**config.mk**
```make
export PLATFORM = sky130hd
export DESIGN_NAME = kernel_conv
export DESIGN_NICKNAME = d
export VERILOG_FILES = /design/src/rtl/kernel_conv_pkg.sv /design/src/rtl/seq_divider.sv /design/src/rtl/kernel_conv.sv
export SDC_FILE = /design/constraint.sdc
export NUM_CORES = 2
export LEC_CHECK = 0
export ABC_CLOCK_PERIOD_IN_PS = 11300
export CORE_MARGIN = 8
export CORE_UTILIZATION = 30
export CTS_CLUSTER_DIAMETER = 50
export DETAILED_ROUTE_END_ITERATION = 16
export PLACE_DENSITY = 0.61
export SETUP_SLACK_MARGIN = 0.02
export SLEW_MARGIN = 10
export SYNTH_ARGS = -nofsm -noshare
export SYNTH_HDL_FRONTEND = slang
export SYNTH_SLANG_ARGS = --single-unit
```
**constraint.sdc**
```tcl
create_clock -name clk -period 11.3 [get_ports clk]
set_input_delay 3.39 -clock clk [delete_from_list [all_inputs] [get_ports clk]]
set_output_delay 3.39 -clock clk [all_outputs]
set_load 0.005 [all_outputs]
```
**src/rtl/kernel_conv_pkg.sv**
```systemverilog
// Shared constants and FSM encoding for the kernel convolution engine.
package kernel_conv_pkg;
  localparam int MAX_KERNEL = 7;
  localparam int PIX_W      = 8;
  localparam int DIV_CYCLES = 32;
  localparam int ACC_W      = 32;

  typedef enum logic [2:0] {
    IDLE,
    ACCEPT,
    MAC,
    DIV,
    OUT
  } state_t;
endpackage

```
**src/rtl/seq_divider.sv**
```systemverilog
// Restoring divider: one quotient bit per cycle, DIV_CYCLES iterations after start.
module seq_divider
  import kernel_conv_pkg::*;
(
  input  logic             clk,
  input  logic             rst,
  input  logic             start,
  input  logic [ACC_W-1:0] dividend,
  input  logic [ACC_W-1:0] divisor,
  output logic [ACC_W-1:0] quotient,
  output logic             done,
  output logic             div0
);
  localparam int CW = $clog2(DIV_CYCLES);
  localparam logic [CW-1:0] LAST_CNT = CW'(DIV_CYCLES - 1);

  logic [ACC_W-1:0] rem;
  logic [ACC_W-1:0] dsr;
  logic [CW-1:0]    cnt;
  logic             running;
  logic [ACC_W:0]   rem_sh;
  logic [ACC_W:0]   diff;

  always_comb begin
    rem_sh = {rem, quotient[ACC_W-1]};
    diff   = rem_sh - {1'b0, dsr};
  end

  always_ff @(posedge clk) begin
    if (rst) begin
      rem      <= '0;
      dsr      <= '0;
      quotient <= '0;
      cnt      <= '0;
      running  <= 1'b0;
      done     <= 1'b0;
      div0     <= 1'b0;
    end else begin
      done <= 1'b0;
      if (start) begin
        quotient <= dividend;
        rem      <= '0;
        dsr      <= divisor;
        div0     <= (divisor == '0);
        cnt      <= '0;
        running  <= 1'b1;
      end else if (running) begin
        // diff[ACC_W] is the borrow: set means the trial subtraction is restored
        rem      <= diff[ACC_W] ? rem_sh[ACC_W-1:0] : diff[ACC_W-1:0];
        quotient <= {quotient[ACC_W-2:0], ~diff[ACC_W]};
        cnt      <= cnt + CW'(1);
        if (cnt == LAST_CNT) begin
          running <= 1'b0;
          done    <= 1'b1;
        end
      end
    end
  end
endmodule

```
**src/rtl/kernel_conv.sv**
```systemverilog
// Weighted-window filter: serial MAC over a KxK neighbourhood, rounded
// normalisation by the weight total, saturated pixel result.
module kernel_conv
  import kernel_conv_pkg::*;
#(
  parameter int MAX_KERNEL = kernel_conv_pkg::MAX_KERNEL,
  parameter int PIX_W      = kernel_conv_pkg::PIX_W
) (
  input  logic                                         clk,
  input  logic                                         rst,
  input  logic                                         start,
  input  logic [$clog2(MAX_KERNEL)-1:0]                kernel_size,
  input  logic [MAX_KERNEL-1:0][MAX_KERNEL-1:0][7:0]   kernel,
  input  logic [31:0]                                  sum,
  input  logic [MAX_KERNEL-1:0][MAX_KERNEL-1:0][PIX_W-1:0] window,
  input  logic                                         win_valid,
  output logic                                         win_ready,
  output logic [PIX_W-1:0]                             pix_out,
  output logic                                         pix_valid,
  input  logic                                         out_ready,
  output logic                                         busy,
  output logic                                         err_div0
);
  localparam int KW = $clog2(MAX_KERNEL);
  localparam logic [ACC_W-1:0] PIX_MAX = ACC_W'(2**PIX_W - 1);

  state_t                                           state;
  logic [MAX_KERNEL-1:0][MAX_KERNEL-1:0][7:0]       kernel_r;
  logic [MAX_KERNEL-1:0][MAX_KERNEL-1:0][PIX_W-1:0] win_r;
  logic [31:0]                                      sum_r;
  logic [KW-1:0]                                    k_r;
  logic [KW-1:0]                                    x;
  logic [KW-1:0]                                    y;
  logic [ACC_W-1:0]                                 acc;

  logic [KW-1:0]    k_last;
  logic             mac_last;
  logic [ACC_W-1:0] prod;
  logic [ACC_W-1:0] div_dividend;
  logic             div_start;
  logic [ACC_W-1:0] quotient;
  logic             div_done;
  logic             div_div0;

  // The divider is loaded on the final MAC edge with the last product folded
  // in combinationally, so no extra cycle sits between MAC and DIV.
  always_comb begin
    k_last       = k_r - KW'(1);
    mac_last     = (x == k_last) && (y == k_last);
    prod         = ACC_W'(kernel_r[x][y]) * ACC_W'(win_r[x][y]);
    div_dividend = acc + prod + (sum_r >> 1);
    div_start    = (state == MAC) && mac_last && !start;
  end

  seq_divider u_div (
    .clk      (clk),
    .rst      (rst),
    .start    (div_start),
    .dividend (div_dividend),
    .divisor  (sum_r),
    .quotient (quotient),
    .done     (div_done),
    .div0     (div_div0)
  );

  always_ff @(posedge clk) begin
    if (rst) begin
      state     <= IDLE;
      kernel_r  <= '0;
      win_r     <= '0;
      sum_r     <= '0;
      k_r       <= '0;
      x         <= '0;
      y         <= '0;
      acc       <= '0;
      pix_out   <= '0;
      pix_valid <= 1'b0;
      win_ready <= 1'b0;
      busy      <= 1'b0;
      err_div0  <= 1'b0;
    end else if (start) begin
      kernel_r  <= kernel;
      sum_r     <= sum;
      k_r       <= (kernel_size == '0) ? KW'(1) : kernel_size;
      err_div0  <= 1'b0;
      pix_valid <= 1'b0;
      win_ready <= 1'b1;
      busy      <= 1'b0;
      state     <= ACCEPT;
    end else begin
      case (state)
        IDLE: ;
        ACCEPT: begin
          if (win_valid) begin
            win_r     <= window;
            acc       <= '0;
            x         <= '0;
            y         <= '0;
            win_ready <= 1'b0;
            busy      <= 1'b1;
            state     <= MAC;
          end
        end
        MAC: begin
          acc <= acc + prod;
          if (mac_last) begin
            state <= DIV;
          end else if (x == k_last) begin
            x <= '0;
            y <= y + KW'(1);
          end else begin
            x <= x + KW'(1);
          end
        end
        DIV: begin
          if (div_done) begin
            if (div_div0) begin
              pix_out  <= '0;
              err_div0 <= 1'b1;
            end else if (quotient > PIX_MAX) begin
              pix_out <= '1;
            end else begin
              pix_out <= quotient[PIX_W-1:0];
            end
            pix_valid <= 1'b1;
            state     <= OUT;
          end
        end
        OUT: begin
          if (out_ready) begin
            pix_valid <= 1'b0;
            win_ready <= 1'b1;
            busy      <= 1'b0;
            state     <= ACCEPT;
          end
        end
        default: state <= IDLE;
      endcase
    end
  end
endmodule

```
# After elaboration in Yosys (flattened, before gate mapping)
# Cells that the tools add are included.
[totals]
register_bits = 976
in_bits = 824
output_inout_bits = 12
wordCells = 218
[classes]
n_addsub = 7
n_mul = 1
order_cmp = 3
eq_ne = 18
muxes = 42
bitwise_logic = 4
n_reduce_logical = 26
[op_table]
columns = ["op", "count"]
rows = [
  ["56-bit binary-select mux with 3-bit select", 2],
  ["32-bit two-way mux", 4],
  ["56-bit two-way mux", 2],
  ["32-bit one-hot mux with 2 select lines", 1],
  ["8-bit binary-select mux with 3-bit select", 2],
  ["33-bit by 32-bit subtractor with 33-bit output", 1],
  ["32-bit by 16-bit adder with 32-bit output", 1],
  ["32-bit by 31-bit adder with 32-bit output", 1],
  ["32-bit by 8-bit > comparator with 1-bit output, second input constant", 1],
  ["32-bit zero test", 1],
  ["8-bit two-way mux", 4],
  ["3-bit two-way mux", 10],
  ["3-bit AND reduction", 7],
  ["8-bit by 8-bit multiplier with 16-bit output", 1],
  ["3-bit one-hot mux with 5 select lines", 1],
  ["5-bit AND reduction", 3],
  ["2-bit inequality test, second input constant", 6],
  ["3-bit one-hot mux with 2 select lines", 2],
  ["1-bit two-way mux", 11],
  ["3-bit inequality test, second input constant", 3],
  ["3-bit by 4-bit < comparator with 1-bit output, second input constant", 2],
  ["2-bit nonzero test", 4],
  ["3-bit by 1-bit adder with 3-bit output, second input constant", 2],
  ["3-bit by 2-bit equality test with 1-bit output, second input constant", 2],
  ["other kinds (17)", 27],
]

# Logic depth before layout (Yosys ltp)
[logic_depth]
ltp_word = 8
depth_mapped = 41
ltp_nobuf = 37

# Hierarchy
# Synthesis repeated with hierarchy kept, for this count alone.
[unflattened]
hier_cells = 5470
area_unflattened_um2 = 48522.8
[by_module_without_submodules]
columns = ["module", "n_inst", "cells_each", "area_each_um2", "seq_area_each_um2"]
rows = [
  ["kernel_conv", 1, 4712, 42381.9, 17456.7],
  ["seq_divider", 1, 758, 6140.9, 2082.0],
]

# Worst setup path after synthesis
# No wires, ideal clock.
[synth_path]
kind = "register to register"
from = "reg x[1]"
to = "reg u_div.quotient[30]"
setup_ns = 0.128
arrival_time_ns = 7.911
required_time_ns = 11.172
slack_ns = 3.262
path_stages_with_launch = 34
path_buffers = 4
synth_period_minus_slack_ns = 8.038
path_cell_list = "dfxtp_1 -> buf_4 -> buf_4 -> buf_1 -> mux4_2 -> mux4_2 -> mux2_2 -> o21ai_2 -> nor2_1 -> fa_1 -> fa_1 -> fa_1 -> inv_1 -> fa_1 -> inv_1 -> ha_1 -> a21o_1 -> or3_1 -> o221ai_1 -> a21oi_1 -> o21ai_1 -> a21oi_1 -> xor2_1 -> ha_1 -> clkbuf_1 -> a21oi_1 -> o21bai_1 -> a221oi_1 -> o21ai_0 -> a221o_1 -> a21oi_1 -> xnor2_1 -> a21oi_1 -> nor2_1"
[synth_via]
elab_chain_len = 8
word_cells_on_any_way = 17
cone_classes = "add/sub: 2; mul: 1; eq/ne: 1; mux: 9; reduce/logical: 4"
[synth_lines]
columns = ["item", "line", "source"]
rows = [
  ["start: declaration", "kernel_conv.sv:32", "logic [KW-1:0] x;"],
  ["start signal: assignment", "kernel_conv.sv:112", "x <= x + KW'(1);"],
  ["56-bit binary-select mux with 3-bit select", "kernel_conv.sv:50", "prod = ACC_W'(kernel_r[x][y]) * ACC_W'(win_r[x][y]);"],
  ["56-bit two-way mux (not written as such)", "kernel_conv.sv:50", ""],
  ["8-bit binary-select mux with 3-bit select", "kernel_conv.sv:50", ""],
  ["8-bit two-way mux (not written as such)", "kernel_conv.sv:50", ""],
  ["8-bit by 8-bit multiplier with 16-bit output", "kernel_conv.sv:50", ""],
  ["32-bit by 16-bit adder with 32-bit output", "kernel_conv.sv:51", "div_dividend = acc + prod + (sum_r >> 1);"],
  ["32-bit by 31-bit adder with 32-bit output", "kernel_conv.sv:51", ""],
  ["32-bit two-way mux", "seq_divider.sv:40", "if (start) begin"],
  ["end signal: assignment", "seq_divider.sv:41", "quotient <= dividend;"],
  ["end signal: assignment", "seq_divider.sv:50", "quotient <= {quotient[ACC_W-2:0], ~diff[ACC_W]};"],
  ["end: declaration", "seq_divider.sv:10", "output logic [ACC_W-1:0] quotient,"],
]
# Several ways; a longest one is shown, not always the timed one. The select of a mux whose other input is x is not followed.
# A chain may end at the register's enable or synchronous reset.

# Worst setup path after layout
[layout_path]
from = "reg x[0]"
to = "reg u_div.quotient[30]"
# The elaborated chain is that of the path after synthesis.

==> flow_summary.toml <==
[place]
dpl.hpwl_mm = 149
port_buffers = 835
gp_congestion = 0.927
placed_area_um2 = 57500

[global_route]
grt_pass1_vias = 41200
grt_first_pass_wirelength_mm = 280
grtUsageTotal_pct = 21.6
overflow = 0
grt_max_degree = 220
antenna_found_initial = 71

[setup_path]
cp.arrival_ns = 10.30
crit_family = "compound AO/OA/AOI/OAI gates"
cp_num_buf_inv = 3
cp_max_fo = 49
cpPeakStageDelay_ns = 0.70
r2r-start = "x[0]"
cp-start-kind = "flip-flop"
ff2ff_path_depth = 33
regToRegSetupSlack_ns = 1.61
crit_path_end_kind = "flip-flop"
cp_data_required_time_ns = 11.91
slowest_stage = "and2b_4"
worst_path_most_repeated_cell = "a21oi_1"
reg2reg_to = "u_div.quotient[30]"
crit_type = "flip-flop to flip-flop"

[drt]
routed_via_density = 5.04
wl_per_cell_um = 23.7
ant_nets = 0
firstDrtPassIters = 6
finalWirelength_mm = 195
drt_iter0_markers = 3430
via_count = 41600
drc = 0

[sta]
fin_crit_sh_pct = 85.7
rsz0062_at_grt = "no"
tns_ns = 0
worstMarginPinSlew_ns = 1.24
hold_viol = 0
fin_skew_ns = 0.0632
max_freq_mhz = 103
final-setup-viol-count = 0
relSlewSlack_pct = 17.0
drv_slew = 0
min_period_ns = 9.69

[pwr]
pwr-share-seq_pct = 41.7
p_sw_mw = 2.26
internal_power_mw = 6.57
clkPwrFrac_pct = 48.3
peakVddDrop_v = 0.000139
pwr-share-comb_pct = 10.1
power_density_nw_per_um2 = 142
swShare_pct = 25.6
p_leak_nw = 23.7

[yosys]
synth.distinct_cells = 75
synth_cells = 5366
yosysTopAreaCell = "dfxtp_1"
synth_area_um2 = 47500
async_flop_share_pct = 0
syn-num-nets = 6353
synth-seq-cells = 976
yosysMostFrequentCell = "nand2_1"
synth_top_area_share_pct = 41.1
synthFlopType = "dfxtp_1"
syn_area_per_cell_um2 = 8.86
yosysSeqAreaShare_pct = 41.1
synth_edf_count = 0
yosysWarnings = 0
synthTopCellsByArea = "dfxtp_1 (41%), mux2i_1 (13%), nand2_1 (8.2%)"
synthTopCellsByCount = "nand2_1 (1,040), dfxtp_1 (976), mux2i_1 (607)"

[cts]
clkSlewWorstSetupHoldPaths_ns = 0.05
cts_made_buffers = 133
post_cts_buffers = 0
ctsResizeCount = 0
h-tree-depth = 4
hold_buffers = 0
cts_buffer_depth = 3
cts_root_buf = "clkbuf_16"
tritoncts = "yes"
insertion_delay_ns = 0.77
clock-sinks = 976

[floorplanning]
die_x_um = 414
ios = 836
rows = 146
initial_core_util_pct = 30.1
die-area_um2 = 171000
die_h_um = 414
design.core.area_um2 = 158000

[hold_path]
hold_depth = 2
hold_end = "win_r[227]"
hold_start = "win_r[227]"
worst_hold_path_type = "flip-flop to flip-flop"

[run]
cap_violations = 0

[final_layout]
syn_to_final_growth_pct = 30.8
finalNetCount = 6988
final_area_um2 = 62200
layout-drive-gt1-share_pct = 7.55

[status]
status = "complete, no violations"
-- state kept, by name (all words and copies together) (netlist names), 3 cells and up --
register,cells
u_div.rem,32
x,3
pix_out,8
win_r,392
u_div.cnt,5
acc,32
sum_r,32
kernel_r,392
u_div.dsr,32
state,3
k_r,3
u_div.quotient,32
y,3
-- power groups by stage --
| stage | sequential, mW | combinational, mW | clock [mW] |
|---|---|---|---|
| after floorplan | 3.69 | 0.439 | 0 |
| after global placement | 3.75 | 0.885 | 0 |
| after detailed placement | 3.75 | 0.891 | 0 |
| after CTS | 3.68 | 0.896 | 4.34 |
| after global routing | 3.69 | 0.955 | 4.49 |
| final | 3.68 | 0.889 | 4.27 |
-- layout make-up --
type | instances | area (um^2)
fill | 15900 | 95700
multi-input combinational | 3841 | 25800
sequential | 976 | 19600
timing repair buffer | 881 | 8880
clock buffer | 179 | 3740
tap | 2072 | 2590
clock inverter | 59 | 808
inverter | 168 | 631
antenna | 64 | 160
-- metrics by stage --
stage	util, %	std cells	total power, mW	setup WS (ns)	hold WS [ns]
4_1_cts	39.3	8176	8.92	1.47	0.453
3_5_place_dp	36.4	7938	4.64	1.45	0.445
2_1_floorplan	-	5366	4.13	3.26	0.433
5_1_grt	39.4	8234	9.14	0.964	0.467
3_3_place_gp	36.4	7938	4.64	1.45	0.441
6_report	39.4	8240	8.84	1.61	0.451
-- per-layer routing --
layer	global-route usage [%]	vias up	part of all wire (%)
li1	-	19700	-
met1	24.8	20000	39
met2	37.5	1448	49
met3	4.30	408	5.5
met4	12.4	6	6.1
met5	0	-	0.021
-- placed cells by master, fill, tap and decap left out, drive strengths merged, types with 19 or more instances in the layout --
cell           instances
clkbuf               179
o21ai                186
diode                 64
a21oi                563
clkinv                32
mux2i                607
dfxtp                976
nand3                 20
xor2                  34
fa                    52
nand2b                19
ha                   111
a211oi                48
nor3                  30
buf                   48
a31oi                 21
a21o                  27
mux4                 149
inv                  180
o211ai                34
xnor2                 62
clkdlybuf4s50        833
and2                  21
nand2               1040
nor2                 602
-- how the worst max path moves through the flow --
stage	slack, ns	depth (start not counted)	start	end
final	1.61	33	x[0]	u_div.quotient[30]
after global routing	0.96	34	x[0]	u_div.quotient[30]
after CTS	1.47	33	x[0]	u_div.quotient[30]
after detailed placement	1.45	33	x[0]	u_div.quotient[30]
after global placement	1.45	34	x[0]	u_div.quotient[30]
after floorplan	3.26	33	x[1]	u_div.quotient[30]
-- worst register-to-register path: cells and delay by family, from the launching register on --
| kind | cells | cell delay [ns] |
|---|---|---|
| xor gates and xnor gates | 2 | 0.29 |
| DFF | 1 | 0.69 |
| and+or+nand+nor | 5 | 1.37 |
| buffers and inverters | 3 | 0.53 |
| AOI/OAI and AO/OA | 17 | 3.98 |
| adders and majority gates | 6 | 2.73 |
-- cell families (layout without fill, tap and decap cells) --
| family | Yosys count | count (layout) | share of synthesized area, % |
|---|---|---|---|
| xor+xnor | 96 | 96 | 1.78 |
| compound gates | 982 | 982 | 11.8 |
| fa+ha+maj | 163 | 163 | 5.11 |
| other cells | 0 | 64 | 0 |
| simple gates | 1832 | 1832 | 15.4 |
| mux | 768 | 768 | 20.1 |
| flops | 976 | 976 | 41.1 |
| buf+inv | 549 | 1287 | 4.70 |
(Power assumes the default switching activity.)
